<file path="config.mk">
export PLATFORM = sky130hd
export DESIGN_NAME = vga_sync_gen
export DESIGN_NICKNAME = d
export VERILOG_FILES = /design/src/rtl/vga_sync_gen.sv
export SDC_FILE = /design/constraint.sdc
export NUM_CORES = 1
export LEC_CHECK = 0
export CORE_ASPECT_RATIO = 1.75
export CORE_MARGIN = 3
export CORE_UTILIZATION = 30
export DETAILED_ROUTE_END_ITERATION = 12
export PLACE_DENSITY_LB_ADDON = 0.05
export SLEW_MARGIN = 20
export SYNTH_ARGS = -nofsm -noshare
export SYNTH_HDL_FRONTEND = slang
export SYNTH_SLANG_ARGS = --single-unit
</file>
<file path="constraint.sdc">
create_clock -name pixel_clk -period 4.25 [get_ports pixel_clk]
set_clock_uncertainty 0.15 [all_clocks]
set_input_delay 0.425 -clock pixel_clk [delete_from_list [all_inputs] [get_ports pixel_clk]]
set_output_delay 0.425 -clock pixel_clk [all_outputs]
set_load 0.01 [all_outputs]
</file>
<file path="src/rtl/vga_sync_gen.sv">
// Parametrised VGA timing generator with registered, mutually aligned outputs.
// Optional frame counter output vga_frame: define VGA_SYNC_FRAME_CNT_EN.
module vga_sync_gen #(
    parameter int H_DISPLAY     = 640,
    parameter int H_FRONT_PORCH = 16,
    parameter int H_SYNC_PULSE  = 96,
    parameter int H_BACK_PORCH  = 48,
    parameter int V_DISPLAY     = 480,
    parameter int V_FRONT_PORCH = 10,
    parameter int V_SYNC_PULSE  = 2,
    parameter int V_BACK_PORCH  = 33,
    parameter int H_SYNC_POL    = 0,
    parameter int V_SYNC_POL    = 0,
    parameter int H_SIZE        = 10,
    parameter int V_SIZE        = 10
) (
    input  logic              pixel_clk,
    input  logic              pixel_rst,
    input  logic              sync_en,
    input  logic              pixel_ce,
    output logic              vga_hsync,
    output logic              vga_vsync,
    output logic [H_SIZE-1:0] vga_hc,
    output logic [V_SIZE-1:0] vga_vc,
    output logic              vga_on,
    output logic              line_start,
    output logic              frame_start
`ifdef VGA_SYNC_FRAME_CNT_EN
    ,
    output logic [7:0]        vga_frame
`endif
);

    localparam int H_TOTAL = H_DISPLAY + H_FRONT_PORCH
                           + H_SYNC_PULSE + H_BACK_PORCH;
    localparam int V_TOTAL = V_DISPLAY + V_FRONT_PORCH
                           + V_SYNC_PULSE + V_BACK_PORCH;
    localparam int HW = H_SIZE + 1;
    localparam int VW = V_SIZE + 1;

    // One extra bit keeps the window ends representable at full counter range.
    localparam logic [HW-1:0] H_ACT_END = HW'(H_DISPLAY);
    localparam logic [HW-1:0] H_SS      = HW'(H_DISPLAY + H_FRONT_PORCH);
    localparam logic [HW-1:0] H_SE      = HW'(H_DISPLAY + H_FRONT_PORCH
                                              + H_SYNC_PULSE);
    localparam logic [VW-1:0] V_ACT_END = VW'(V_DISPLAY);
    localparam logic [VW-1:0] V_SS      = VW'(V_DISPLAY + V_FRONT_PORCH);
    localparam logic [VW-1:0] V_SE      = VW'(V_DISPLAY + V_FRONT_PORCH
                                              + V_SYNC_PULSE);
    localparam logic [H_SIZE-1:0] H_LAST = H_SIZE'(H_TOTAL - 1);
    localparam logic [V_SIZE-1:0] V_LAST = V_SIZE'(V_TOTAL - 1);
    localparam logic HS_ACT = 1'(H_SYNC_POL);
    localparam logic VS_ACT = 1'(V_SYNC_POL);

    generate
        if (H_TOTAL > (1 << H_SIZE)) begin : g_h_chk
            $error("H_TOTAL exceeds 2**H_SIZE");
        end
        if (V_TOTAL > (1 << V_SIZE)) begin : g_v_chk
            $error("V_TOTAL exceeds 2**V_SIZE");
        end
    endgenerate

    logic [H_SIZE-1:0] h_q, h_d, hc_q, hc_d;
    logic [V_SIZE-1:0] v_q, v_d, vc_q, vc_d;
    logic              on_q, on_d, hs_q, hs_d, vs_q, vs_d;
    logic              ls_q, ls_d, fs_q, fs_d;
    logic [HW-1:0]     h_ext;
    logic [VW-1:0]     v_ext;

    assign h_ext = {1'b0, h_q};
    assign v_ext = {1'b0, v_q};

    always_comb begin
        h_d  = h_q;
        v_d  = v_q;
        hc_d = hc_q;
        vc_d = vc_q;
        on_d = on_q;
        hs_d = hs_q;
        vs_d = vs_q;
        // Strobes sample every edge so they stay one clock wide under a divided ce.
        ls_d = pixel_ce & sync_en & (h_q == '0);
        fs_d = ls_d & (v_q == '0);
        if (!sync_en) begin
            h_d  = '0;
            v_d  = '0;
            hc_d = '0;
            vc_d = '0;
            on_d = 1'b0;
            hs_d = ~HS_ACT;
            vs_d = ~VS_ACT;
        end else if (pixel_ce) begin
            hc_d = h_q;
            vc_d = v_q;
            on_d = (h_ext < H_ACT_END) && (v_ext < V_ACT_END);
            hs_d = (h_ext >= H_SS && h_ext < H_SE) ? HS_ACT : ~HS_ACT;
            vs_d = (v_ext >= V_SS && v_ext < V_SE) ? VS_ACT : ~VS_ACT;
            if (h_q == H_LAST) begin
                h_d = '0;
                v_d = (v_q == V_LAST) ? '0 : v_q + 1'b1;
            end else begin
                h_d = h_q + 1'b1;
            end
        end
    end

    always_ff @(posedge pixel_clk or posedge pixel_rst) begin
        if (pixel_rst) begin
            h_q  <= '0;
            v_q  <= '0;
            hc_q <= '0;
            vc_q <= '0;
            on_q <= 1'b0;
            hs_q <= ~HS_ACT;
            vs_q <= ~VS_ACT;
            ls_q <= 1'b0;
            fs_q <= 1'b0;
        end else begin
            h_q  <= h_d;
            v_q  <= v_d;
            hc_q <= hc_d;
            vc_q <= vc_d;
            on_q <= on_d;
            hs_q <= hs_d;
            vs_q <= vs_d;
            ls_q <= ls_d;
            fs_q <= fs_d;
        end
    end

    assign vga_hsync   = hs_q;
    assign vga_vsync   = vs_q;
    assign vga_hc      = hc_q;
    assign vga_vc      = vc_q;
    assign vga_on      = on_q;
    assign line_start  = ls_q;
    assign frame_start = fs_q;

`ifdef VGA_SYNC_FRAME_CNT_EN
    logic [7:0] frame_q, frame_d;
    logic       first_q, first_d;

    // The first frame after reset or enable reports 0, later frames count up.
    always_comb begin
        frame_d = frame_q;
        first_d = first_q;
        if (!sync_en) begin
            frame_d = '0;
            first_d = 1'b1;
        end else if (fs_d) begin
            if (first_q) begin
                first_d = 1'b0;
            end else begin
                frame_d = frame_q + 8'd1;
            end
        end
    end

    always_ff @(posedge pixel_clk or posedge pixel_rst) begin
        if (pixel_rst) begin
            frame_q <= '0;
            first_q <= 1'b1;
        end else begin
            frame_q <= frame_d;
            first_q <= first_d;
        end
    end

    assign vga_frame = frame_q;
`endif

endmodule

</file>
==> results of run 1 <==
## cells in the mapped netlist (3+ instances only)
master	instances	share of area
dfrtp_1	43	0.46
a22oi_1	3	0.0096
xnor2_1	3	0.011
inv_1	10	0.016
a21oi_1	8	0.017
nand2b_1	5	0.013
xor2_1	4	0.015
a31oi_1	8	0.021
mux2i_1	20	0.086
clkbuf_1	4	0.0064
nor2_1	31	0.050
nor4_1	4	0.011
o21ai_0	6	0.013
buf_2	4	0.0086
ha_1	4	0.021
nand4_1	7	0.019
nand3_1	10	0.021
nand2_1	12	0.019
buf_6	4	0.019
and2_1	3	0.0080
## kinds of logic (layout without fill, tap and decap cells)
family          Yosys count  in the layout  synth area share
simple gates             92             92             0.224
flops                    45             45             0.482
compound gates           35             35            0.0973
buf+inv                  26             47            0.0631
mux                      20             20            0.0855
xor+xnor                  7              7            0.0262
fa+ha+maj                 4              4            0.0214
## final cells by class
cell class                 instances  area share
multi-input combinational        158       0.383
timing repair buffer              30       0.106
inverter                          10      0.0135
sequential                        45       0.406
tap                               88      0.0396
clock buffer                       6      0.0499
clock inverter                     1     0.00270
## worst max-delay path, cell delays in order
cell and delay [ns]:
clkdlybuf4s50_1 0.79, and2_1 0.27, nand3_1 0.08, nor4b_1 0.45
and4_2 0.33
## through the flow
| stage | instance area, µm² | hold WS [ns] | utilization |
|---|---|---|---|
| 6_report | 2780 | 0.370 | 0.368 |
| 5_1_grt | 2780 | 0.389 | 0.368 |
| 4_1_cts | 2780 | 0.376 | 0.368 |
| 3_5_place_dp | 2640 | 0.358 | 0.348 |
| 3_3_place_gp | 2640 | 0.351 | 0.348 |
| 2_1_floorplan | 2340 | 0.335 | - |
## worst max-delay path by stage
stage                  end  slack [ns]
4_1_cts             v_q[7]        1.93
5_1_grt             v_q[7]        1.80
3_5_place_dp        v_q[7]        1.63
6_report       frame_start        1.96
2_1_floorplan       v_q[7]        2.50
3_3_place_gp        v_q[9]        1.64
## flip-flops by register name, indices dropped and copies added (netlist names)
signal and count:
frame_start 1, vga_hc 10, line_start 1, v_q 10, vga_on 1, vga_hsync 1
h_q 10, vga_vsync 1, vga_vc 10
## power groups by stage
stage,Combinational (mW),Clock (mW),Sequential [mW]
2_1_floorplan,0.0333,0,0.447
3_3_place_gp,0.0591,0,0.446
3_5_place_dp,0.0583,0,0.446
4_1_cts,0.0587,0.409,0.438
5_1_grt,0.0624,0.423,0.438
6_report,0.0563,0.400,0.438
## layout by cell type (no fill, tap or decap), drive strengths merged, types with 2 or more instances in the layout
cell type       n
a21oi           8
a22oi           3
a31oi           8
and2            3
and3            3
and4b           2
buf             2
clkbuf          6
clkdlybuf4s50  28
dfrtp          43
dfstp           2
ha              4
inv            10
mux2i          20
nand2          13
nand2b          5
nand3          10
nand4           7
nand4bb         2
nor2           31
nor3            2
nor4            5
o21ai           6
o22ai           2
o31ai           2
o41ai           3
or2             2
xnor2           3
xor2            4
## metal layers
metal  global-route usage  routed length [µm]  up-vias
li1                     -                   -      846
met1                0.167                2430      883
met2                0.291                3580       31
met3               0.0303                 223        9
met4               0.0520                 103        0
met5                    0                   0        -
==> flow_metrics.env, run 1 <==
export IMPL_status="completed"
export IMPL_reg2reg_slack_ns=2.17
export IMPL_synth_cell_types=48
export IMPL_slew_viol_final=0
export IMPL_fillers=804
export IMPL_crit_start="pixel_ce"
export IMPL_avgSynthCellArea_um2=10.2
export IMPL_grt_pass1_wl_um=10300
export IMPL_syn_inst=229
export IMPL_cts_resized=0
export IMPL_peakVddDrop_v=0.000208
export IMPL_io_buffers=28
export IMPL_drtIter0Drc=93
export IMPL_clkPwrFrac=0.447
export IMPL_seq_area_um2=1130
export IMPL_cp_end_kind="register"
export IMPL_wl_um=6340
export IMPL_overflow=0
export IMPL_hold_buffers=0
export IMPL_ys_seq_area_frac=0.482
export IMPL_ant_nets=0
export IMPL_synth_seq_cells=45
export IMPL_rsz0062_at_grt="false"
export IMPL_setup_slack_ns=1.96
export IMPL_drive_above_1_share=0.0880
export IMPL_post_cts_buffers=0
export IMPL_via_per_inst=5.23
export IMPL_hp_start="vga_vc[6]"
export IMPL_area_delta_synth_final_pct=18.9
export IMPL_r2r_cells=5
export IMPL_critPathArrivalTime_ns=2.36
export IMPL_crit_required_ns=4.32
export IMPL_hold_depth=2
export IMPL_total_power_mw=0.894
export IMPL_hpwl_um=4540
export IMPL_die_y_um=123
export IMPL_final_setup_viol_count=0
export IMPL_clk_pin_slew_ns=0.06
export IMPL_finalCritPeriodShare=0.538
export IMPL_rows=42
export IMPL_tightest_slew_ns=0.964
export IMPL_grt_pass1_vias=1828
export IMPL_cap_violations=0
export IMPL_dieArea_um2=8940
export IMPL_power_frac_comb=0.063
export IMPL_first_pass_iters=4
export IMPL_slew_headroom=0.356
export IMPL_tns_ns=0
export IMPL_hold_viol=0
export IMPL_clockBufferDepth=2
export IMPL_post_drt_wl_per_cell_um=18.8
export IMPL_synth_area_um2=2340
export IMPL_synth_edf_count=0
export IMPL_reg2reg_from="h_q[1]"
export IMPL_stdcell_count=338
export IMPL_holdPathEnd="vga_vc[6]"
export IMPL_power_share_switching=0.234
export IMPL_cts_buffers_inserted=5
export IMPL_insertion_delay_ns=0.30
export IMPL_drc=0
export IMPL_fin_nets=258
export IMPL_seqPwrFrac=0.490
export IMPL_start_util=0.309
export IMPL_vias=1769
export IMPL_cts_htree_levels=2
export IMPL_dp_cells=331
export IMPL_cts_sinks=45
export IMPL_root_buffer="clkbuf_16"
export IMPL_boundaryPins=29
export IMPL_critical_path_class="input pin to register"
export IMPL_coreArea_um2=7570
export IMPL_power_leakage_nw=1.18
export IMPL_yosys_warnings=0
export IMPL_ys_async_sr_fraction=1.00
export IMPL_diodes=0
export IMPL_die_x_um=72.8
export IMPL_r2r_end="v_q[7]"
export IMPL_critPathLaunchType="input pin"
export IMPL_powerDensity_nw_per_um2=321
export IMPL_post_route_min_period_ns=2.29
export IMPL_crit_fanout=11
export IMPL_multi_input_area_um2=1060
export IMPL_synth_top_flop_cell="dfrtp_1"
export IMPL_synthesis_nets=237
export IMPL_cts_tree="built"
export IMPL_p_int_mw=0.685
export IMPL_gp_congestion=0.772
export IMPL_hold_class="register to register"
export IMPL_fmax_mhz=437
export IMPL_dp_slack_ns=1.63
export IMPL_p_switching_mw=0.209
export IMPL_grt_total_usage=0.155
export IMPL_antenna_found_initial=0
export IMPL_grt_max_degree=46
No activity file was read; power rests on OpenSTA's default activity.
==> run 2, diff against run 1 <==
Clock period 4.25 ns to 2.4 ns, I/O delays scaled along.
==> flow_metrics.env, run 2 (synthesis gave the netlist of run 1 again) <==
export IMPL_fillers=790
export IMPL_start_util=0.309
export IMPL_fin_nets=268
export IMPL_cts_resized=0
export IMPL_post_cts_buffers=0
export IMPL_power_leakage_nw=1.24
export IMPL_cts_buffers_inserted=5
export IMPL_ant_nets=0
export IMPL_cts_htree_levels=2
export IMPL_drc=0
export IMPL_drtIter0Drc=58
export IMPL_grt_pass1_wl_um=10700
export IMPL_drive_above_1_share=0.123
export IMPL_crit_required_ns=2.44
export IMPL_gp_congestion=0.854
export IMPL_area_delta_synth_final_pct=22.6
export IMPL_dp_cells=341
export IMPL_boundaryPins=29
export IMPL_reg2reg_slack_ns=0.40
export IMPL_finalCritPeriodShare=0.834
export IMPL_root_buffer="clkbuf_16"
export IMPL_tightest_slew_ns=0.603
export IMPL_critPathLaunchType="register"
export IMPL_grt_pass1_vias=1979
export IMPL_via_per_inst=5.13
export IMPL_powerDensity_nw_per_um2=550
export IMPL_slew_headroom=0.592
export IMPL_hold_viol=0
export IMPL_grt_max_degree=24
export IMPL_cts_tree="built"
export IMPL_wl_um=6460
export IMPL_post_route_min_period_ns=2.00
export IMPL_final_setup_viol_count=0
export IMPL_antenna_found_initial=0
export IMPL_status="completed"
export IMPL_hold_class="input pin to async pin"
export IMPL_fmax_mhz=500
export IMPL_dieArea_um2=8940
export IMPL_clockBufferDepth=2
export IMPL_peakVddDrop_v=0.000432
export IMPL_post_drt_wl_per_cell_um=18.5
export IMPL_clk_pin_slew_ns=0.07
export IMPL_design_area_um2=2870
export IMPL_overflow=0
export IMPL_crit_fanout=7
export IMPL_grt_total_usage=0.161
export IMPL_hpwl_um=4850
export IMPL_cap_violations=0
export IMPL_vias=1789
export IMPL_dpl_cell_area_um2=2720
export IMPL_tns_ns=0
export IMPL_hold_buffers=0
export IMPL_final_core_util=0.379
export IMPL_die_x_um=72.8
export IMPL_coreArea_um2=7570
export IMPL_diodes=0
export IMPL_io_buffers=28
export IMPL_rsz0062_at_grt="false"
export IMPL_first_pass_iters=4
export IMPL_slew_viol_final=0
export IMPL_cp_end_kind="register"
export IMPL_cts_sinks=45
export IMPL_final_common_cell="dfrtp_1"
export IMPL_die_y_um=123
export IMPL_critPathArrivalTime_ns=2.05
export IMPL_critical_path_class="register to register"
export IMPL_rows=42
export IMPL_stdcell_count=349
export IMPL_layout_common_cells="43 x dfrtp_1, 31 x nor2_1, 28 x clkdlybuf4s50_1"
export IMPL_insertion_delay_ns=0.29
[run 2: cell types whose count changed in the layout (fill, tap and decap cells not counted), sizes merged]
cell | previous run | this run
buf | 2 | 12
clkinv | 0 | 1
[run 2: worst max-delay path: stages (launching register included)]
cell and delay, ns:
dfrtp_1 0.42, ha_1 0.33, nand4_1 0.19, nor4_4 0.41
nand2_4 0.13, o41ai_2 0.27
[run 2: report_power, final]
group	switching [mW]	internal, mW
logic	0.0668	0.0436
registers	0.00582	0.768
clock network	0.307	0.388
total	0.379	1.20
[run 2: final cells by class]
cell class / instances / area [µm²] / share of cell area
Clock buffer: 6 / 129 / 0.0449
Clock inverter: 2 / 16.3 / 0.00567
Inverter: 10 / 37.5 / 0.0131
Multi-Input combinational cell: 158 / 1060 / 0.371
Sequential cell: 45 / 1130 / 0.393
Tap cell: 88 / 110 / 0.0384
Timing Repair Buffer: 40 / 383 / 0.133
[run 2: final timing paths]
kind | from | to | cells past startpoint
setup / recovery | h_q[1] | v_q[7] | 5
hold / removal | pixel_rst | vga_vc[4] | 2
setup reg to reg | h_q[1] | v_q[7] | 5
hold reg to reg | vga_hsync | vga_hsync | 2
max in group asynchronous | pixel_rst | vga_hsync | 3
min in group pixel_clk | vga_hsync | vga_hsync | 2
[run 2: per-stage QoR]
stage               power [mW]  hold WS (ns)  setup WS, ns
floorplan                0.850         0.150         0.653
global placement         0.902         0.354         0.378
detailed placement       0.901         0.360         0.337
CTS                       1.61         0.166         0.381
global route              1.64         0.213         0.226
finish                    1.58         0.163         0.398
[run 2: layer usage]
layer | GRT usage | vias to the layer above | part of all wire
li1 | - | 871 | -
met1 | 0.157 | 870 | 0.36
met2 | 0.315 | 38 | 0.58
met3 | 0.0270 | 10 | 0.026
met4 | 0.0762 | 0 | 0.028
met5 | 0 | - | 0
